===== src/rtl/ext_pipe.sv =====
// Immediate / load-data extension unit with a registered valid/ready output
// stage and a one-entry skid register so in_ready comes straight from a flop.
module ext_pipe #(
    parameter int IMM_W  = 16,
    parameter int DATA_W = 32
) (
    input  logic              clk,
    input  logic              reset,
    input  logic              flush,
    input  logic              in_valid,
    output logic              in_ready,
    input  logic [2:0]        op,
    input  logic [IMM_W-1:0]  imm,
    input  logic [DATA_W-1:0] word,
    input  logic [1:0]        byte_off,
    output logic              out_valid,
    input  logic              out_ready,
    output logic [DATA_W-1:0] out_data,
    output logic              out_misalign
);

    // Handshake: a transfer happens on a rising edge where valid && ready are
    // both high; valid never waits on ready, and held data stays stable.

    logic [DATA_W-1:0] res_data;
    logic              res_mis;
    logic [31:0]       load_w;
    logic [7:0]        byte_sel;
    logic [15:0]       half_sel;

    logic [DATA_W-1:0] m_data_q, m_data_d, s_data_q, s_data_d;
    logic              m_mis_q, m_mis_d, s_mis_q, s_mis_d;
    logic              m_valid_q, m_valid_d, s_valid_q, s_valid_d;
    logic              accept, drain;

    assign load_w   = word[31:0];
    assign byte_sel = load_w[{byte_off, 3'b000} +: 8];
    assign half_sel = load_w[{byte_off[1], 4'b0000} +: 16];

    always_comb begin
        res_data = '0;
        res_mis  = 1'b0;
        case (op)
            3'd0: res_data = DATA_W'(imm);
            3'd1: res_data = DATA_W'($signed(imm));
            3'd2: res_data[DATA_W-1 -: IMM_W] = imm;
            3'd3: res_data = DATA_W'($signed(byte_sel));
            3'd4: res_data = DATA_W'(byte_sel);
            3'd5, 3'd6: begin
                if (byte_off[0]) begin
                    res_mis = 1'b1;
                end else if (op == 3'd5) begin
                    res_data = DATA_W'($signed(half_sel));
                end else begin
                    res_data = DATA_W'(half_sel);
                end
            end
            default: begin
                if (byte_off != 2'd0) begin
                    res_mis = 1'b1;
                end else begin
                    res_data = word;
                end
            end
        endcase
    end

    assign accept = in_valid && !s_valid_q;
    assign drain  = m_valid_q && out_ready;

    // S only ever fills while M is held, and refills M in order on the next drain.
    always_comb begin
        m_data_d  = m_data_q;
        m_mis_d   = m_mis_q;
        m_valid_d = m_valid_q;
        s_data_d  = s_data_q;
        s_mis_d   = s_mis_q;
        s_valid_d = s_valid_q;
        if (flush) begin
            m_valid_d = 1'b0;
            s_valid_d = 1'b0;
        end else if (!m_valid_q) begin
            if (accept) begin
                m_data_d  = res_data;
                m_mis_d   = res_mis;
                m_valid_d = 1'b1;
            end
        end else if (!s_valid_q) begin
            if (accept && drain) begin
                m_data_d = res_data;
                m_mis_d  = res_mis;
            end else if (accept) begin
                s_data_d  = res_data;
                s_mis_d   = res_mis;
                s_valid_d = 1'b1;
            end else if (drain) begin
                m_valid_d = 1'b0;
            end
        end else if (drain) begin
            m_data_d  = s_data_q;
            m_mis_d   = s_mis_q;
            s_valid_d = 1'b0;
        end
    end

    always_ff @(posedge clk) begin
        if (reset) begin
            m_data_q  <= '0;
            m_mis_q   <= 1'b0;
            m_valid_q <= 1'b0;
            s_data_q  <= '0;
            s_mis_q   <= 1'b0;
            s_valid_q <= 1'b0;
        end else begin
            m_data_q  <= m_data_d;
            m_mis_q   <= m_mis_d;
            m_valid_q <= m_valid_d;
            s_data_q  <= s_data_d;
            s_mis_q   <= s_mis_d;
            s_valid_q <= s_valid_d;
        end
    end

    assign in_ready     = !s_valid_q;
    assign out_valid    = m_valid_q;
    assign out_data     = m_data_q;
    assign out_misalign = m_mis_q;

endmodule


===== config.mk =====
export PLATFORM = sky130hd
export DESIGN_NAME = ext_pipe
export DESIGN_NICKNAME = d
export VERILOG_FILES = /design/src/rtl/ext_pipe.sv
export SDC_FILE = /design/constraint.sdc
export NUM_CORES = 1
export LEC_CHECK = 0
export CAP_MARGIN = 15
export CORE_ASPECT_RATIO = 1.2
export CORE_MARGIN = 10
export CORE_UTILIZATION = 35
export DETAILED_ROUTE_END_ITERATION = 7
export SLEW_MARGIN = 10
export SYNTH_ARGS = -nofsm -noshare
export SYNTH_HDL_FRONTEND = slang
export SYNTH_SLANG_ARGS = --single-unit

===== constraint.sdc =====
create_clock -name clk -period 5.3 [get_ports clk]
set_clock_uncertainty 0.05 [all_clocks]
set_input_delay 0.53 -clock clk [delete_from_list [all_inputs] [get_ports clk]]
set_output_delay 0.53 -clock clk [all_outputs]
set_load 0.005 [all_outputs]

* After elaboration in Yosys (flattened, before gate mapping)
Index checks and enable logic that the tools add are counted.
Widths: inputs -> output; s select.
** Storage, ports and cells
- Output and inout bits :: 35
- Input bits :: 58
- Word-level logic and storage cells :: 59
- Flip-flop bits (word level) :: 68
** Cells by class
- Eq/ne operators :: 8
- Reduce and logical (&&, ||, !) cells :: 14
- Muxes and demuxes :: 26
- Bitwise logic cells :: 3
- Shift-type cells :: 2
** Operators with widths (number)
- $mux 32 :: 8
- $pmux 16 s5 :: 2
- $shiftx 32x6->16 :: 1
- $shiftx 32x6->8 :: 1
- $mux 1 :: 15
- $eq 3x3->1 const B :: 3
- $reduce_or 2->1 :: 4
- $eq 3x2->1 const B :: 2
- $reduce_and 5->1 :: 1
- $reduce_or 5->1 :: 1
- $reduce_and 4->1 :: 1
- $reduce_bool 2->1 :: 2
- $eq 3x1->1 const B :: 1
- $logic_and 1x1->1 :: 3
- $logic_not 3->1 :: 1
- $ne 3x1->1 const B :: 1
- $ne 3x2->1 const B :: 1
- $not 1->1 :: 3
- $pmux 1 s2 :: 1
- $logic_not 1->1 :: 1

* Depth between registers and ports, before layout
- Depth in word-level cells :: 7
- Mapped depth :: 7
- Depth with buffers taken out :: 4

* Worst setup path before layout
OpenSTA, ideal clock, no wires.
- Path type :: input-to-reg
- Start point :: input port byte_off[1]
- End point :: register m_data_q[20] (netlist: out_data[20])
- Setup slack :: 3.268 ns
- Arrival time :: 1.843 ns
- Setup time :: 0.140 ns
- Stages :: 5
- Data required time :: 5.110 ns
- Path buffers :: 1
- Path through :: mux4_2 -> a221o_1 -> a21oi_4 -> buf_6 -> a221oi_1
** Between the ends
- Word-level cells in the longest chain between the ends :: 7
- Elaborated cells between the ends (all ways) :: 11
- Those cells by class :: 2 x shift; 8 x mux; 1 x reduce/logical
** RTL lines
- from (decl) :: RTL line 15 : input logic [1:0] byte_off,
- $shiftx 32x6->16 :: RTL line 38 : assign half_sel = load_w[{byte_off[1], 4'b0000} +: 16];
- $mux 32 :: RTL line 52 : end else if (op == 3'd5) begin
- $mux 32 :: RTL line 50 : if (byte_off[0]) begin
- $pmux 16 s5 * :: RTL line 43 : case (op)
- $mux 32 :: RTL line 89 : if (accept && drain) begin
- $mux 32 :: RTL line 88 : end else if (!s_valid_q) begin
- $mux 32 * :: RTL line 82 : end else if (!m_valid_q) begin
- to (signal assigned) :: RTL line 115 : m_data_q <= m_data_d;
- to (decl) :: RTL line 31 : logic [DATA_W-1:0] m_data_q, m_data_d, s_data_q, s_data_d;
Mark *: on every way between the ends. The rest lies on a longest branch, timed or not. The select of a mux whose other input is x is not followed.
A chain may end at the register's enable or synchronous reset.

* Worst setup path in the final report
- Start point :: input port op[0]
- End point :: register m_data_q[18] (netlist: out_data[18])
** Between the ends
- Word-level cells in the longest chain between the ends :: 7
- Elaborated cells between the ends (all ways) :: 16
- Those cells by class :: 6 x eq/ne; 7 x mux; 3 x reduce/logical
** RTL lines
- from (decl) :: RTL line 12 : input logic [2:0] op,
- $eq 3x3->1 :: RTL line 43, 52
- $mux 32 :: RTL line 52
- $mux 32 :: RTL line 50
- $pmux 16 s5 * :: RTL line 43
- $mux 32 :: RTL line 89
- $mux 32 :: RTL line 88
- $mux 32 * :: RTL line 82
Marks and branches as above.

==> flow_summary.json <==
{
  "htree_levels": 3,
  "hold_class": "flop to flop",
  "fin_area_sq_um": 4890,
  "num_vias": 3882,
  "max_slew.worst_pin.slew_ps": 1160,
  "async_flop_share": 0,
  "use_met3": 0.0308,
  "dp_slack_ps": 1820,
  "clock_power_share": 0.410,
  "hold-path-cell-count": 2,
  "critPathMaxFanout": 17,
  "netSwitchingFraction": 0.267,
  "max_freq_ghz": 0.315,
  "worst_setup_path_end_kind": "flop",
  "antenna_found_initial": 0,
  "routed_wl_um": 13600,
  "cp-startpoint": "op[0]",
  "maxCapViolations": 0,
  "max_stage_delay_ps": 970,
  "layout-drive-gt1-share": 0.0615,
  "hold_viol_final": 0,
  "first_pass_iters": 5,
  "overflow": 0,
  "ios": 93,
  "cts.clk_slew.worst_paths_ps": 50,
  "grt_max_degree": 70,
  "core_area_sq_um": 10500,
  "syn_inst": 434,
  "path_cells": "clkdlybuf4s50_1, nand4b_2, nor2_1, a22oi_1, a221oi_1",
  "dp_hpwl_um": 9710,
  "peakVddDrop_mv": 0.140,
  "postCtsHoldBufs": 0,
  "diodes": 0,
  "initial_core_util": 0.354,
  "cts_tree": "yes",
  "utilization": 0.468,
  "post-cts-setup-buffers": 0,
  "portBuffers": 92,
  "grtUsageMet2": 0.291,
  "intPower_uw": 966,
  "ant_nets": 0,
  "synth_fp_nets": 492,
  "area_growth_pct": 31.9,
  "first_iter_violations": 257,
  "routedWlPerCell_um": 21.5,
  "relSlewSlack": 0.222,
  "r2r-end": "out_data[13]$_SDFFE_PP0P_",
  "grt_util_all_layers": 0.174,
  "grt-busiest-layer": "met2",
  "synth_seq_area_share": 0.367,
  "syn_area_per_cell_sq_um": 8.55,
  "power_frac_seq": 0.413,
  "synth_edf_count": 0,
  "yosysWarningCount": 0,
  "dieWidth_um": 114,
  "clock_sinks": 68,
  "root_buffer": "clkbuf_16",
  "reg2reg_slack_ps": 2610,
  "clk-insertion-delay-late_ps": 330,
  "p_comb_frac": 0.178,
  "vias_per_cell": 6.13,
  "reg2regPathDepth": 4,
  "grt_pass1_wl_um": 21300,
  "status": "complete, no violations",
  "timing.final.ws_setup_ps": 2130,
  "crit_end": "out_data[18]$_SDFFE_PP0P_",
  "place_area_sq_um": 4630,
  "rsz0062_at_grt": "no",
  "grt_use_met1": 0.214,
  "cts.repair.resized": 0,
  "drc_errors": 0,
  "fin_crit_ps": 3170,
  "grt_pass1_vias": 3781,
  "required_ps": 5480,
  "ys.flop_type": "dfxtp_1",
  "synth-seq-cells": 68,
  "fin_crit_sh": 0.599,
  "arrival_ps": 3350,
  "netlist_area_sq_um": 3710,
  "cp-start-kind": "input pin",
  "most-common-layout-cells": "clkdlybuf4s50_1, dfxtp_1, a211oi_1",
  "globalplace.congestion": 0.838,
  "power_density_nw_per_um2": 269,
  "rows": 41,
  "slew_viol_final": 0,
  "final_nets": 559,
  "leakage_nw": 1.63,
  "clockBufferDepth": 2,
  "synth_cell_type_count": 49,
  "die_area_sq_um": 15100,
  "path_class": "input pin to flop",
  "setup_violations": 0,
  "reg2reg_from": "out_valid$_SDFF_PP0_",
  "critPathSlowestCell": "nor2_1",
  "cts_made_buffers": 9,
  "chipHeight_um": 133,
  "final_common_cell": "clkdlybuf4s50_1",
  "power.switching_uw": 351,
  "setup_tns_ps": 0
}
kinds of logic (layout without fill, tap and decap cells):
| kind of cell | Yosys count | count (layout) | synth area share |
|---|---|---|---|
| AOI/OAI and AO/OA | 177 | 177 | 0.349 |
| xor gates and xnor gates | 1 | 1 | 0.00236 |
| buffers and inverters | 45 | 115 | 0.0573 |
| DFF | 68 | 68 | 0.367 |
| muxes | 19 | 19 | 0.0550 |
| and+or+nand+nor | 124 | 124 | 0.169 |
how the worst min path moves through the flow:
stage                                         start                   endpoint  slack (ps)
final                      s_data_q[6]$_SDFFE_PP0P_   s_data_q[6]$_SDFFE_PP0P_         410
after global routing      out_data[10]$_SDFFE_PP0P_  out_data[10]$_SDFFE_PP0P_         440
after global placement     s_data_q[6]$_SDFFE_PP0P_   s_data_q[6]$_SDFFE_PP0P_         390
after floorplan            s_data_q[5]$_SDFFE_PP0P_   s_data_q[5]$_SDFFE_PP0P_         380
after CTS                  s_data_q[6]$_SDFFE_PP0P_   s_data_q[6]$_SDFFE_PP0P_         400
after detailed placement   s_data_q[6]$_SDFFE_PP0P_   s_data_q[6]$_SDFFE_PP0P_         400
per-layer routing:
layer | vias up | wire, um | part of all wire
met2 | 155 | 6800 | 0.50
li1 | 1820 | - | -
met5 | - | 0 | 0
met1 | 1881 | 5710 | 0.42
met3 | 26 | 777 | 0.057
met4 | 0 | 318 | 0.023
flip-flops by register name (all words and copies together) (netlist names):
name and flops:
out_data 32, out_misalign 1, out_valid 1, s_data_q 32
s_mis_q 1, s_valid_q 1
worst max-delay path, delay by kind of cell:
family / cells / cell delay [ps]
AO/OA/AOI/OAI: 2 / 600
buffers and inverters: 1 / 890
AND/OR/NAND/NOR: 2 / 1330
final cells by class:
class / count / area [sq um]
clock buffers: 11 / 243
clock inverters: 3 / 15.0
fillers: 1062 / 5570
inverters: 3 / 11.3
multi-input cells: 321 / 2140
flip-flops and latches: 68 / 1360
well taps: 129 / 161
repair buffers: 98 / 961
Yosys cell counts, drive strengths merged, types with 3 or more instances:
cell	number	share of area
dfxtp	68	0.37
nor3	4	0.0054
nor2	41	0.044
nor3b	5	0.010
nand3	4	0.0054
inv	3	0.0030
a211oi	48	0.10
nor2b	3	0.0051
nand2b	10	0.017
nor4	10	0.017
o21ai	33	0.045
o311ai	3	0.0071
a21o	16	0.032
mux2i	17	0.046
or4	7	0.014
buf	17	0.028
clkbuf	25	0.026
nand2	30	0.030
a21oi	15	0.026
a22oi	15	0.030
o32ai	7	0.017
o31ai	7	0.014
a221oi	24	0.057
and3	3	0.0051
stage by stage:
step | total power, mW | instances | hold slack, ps
global placement | 0.785 | 618 | 393
floorplan | 0.668 | 434 | 381
detailed placement | 0.786 | 618 | 396
finish | 1.32 | 633 | 410
global route | 1.36 | 633 | 444
CTS | 1.32 | 632 | 403
power groups by stage:
stage	Combinational (mW)	Clock [mW]	Sequential, mW
5_1_grt	0.252	0.564	0.546
2_1_floorplan	0.114	0	0.553
4_1_cts	0.233	0.544	0.544
3_5_place_dp	0.232	0	0.554
3_3_place_gp	0.231	0	0.554
6_report	0.234	0.540	0.544
(Power assumes the default switching activity.)
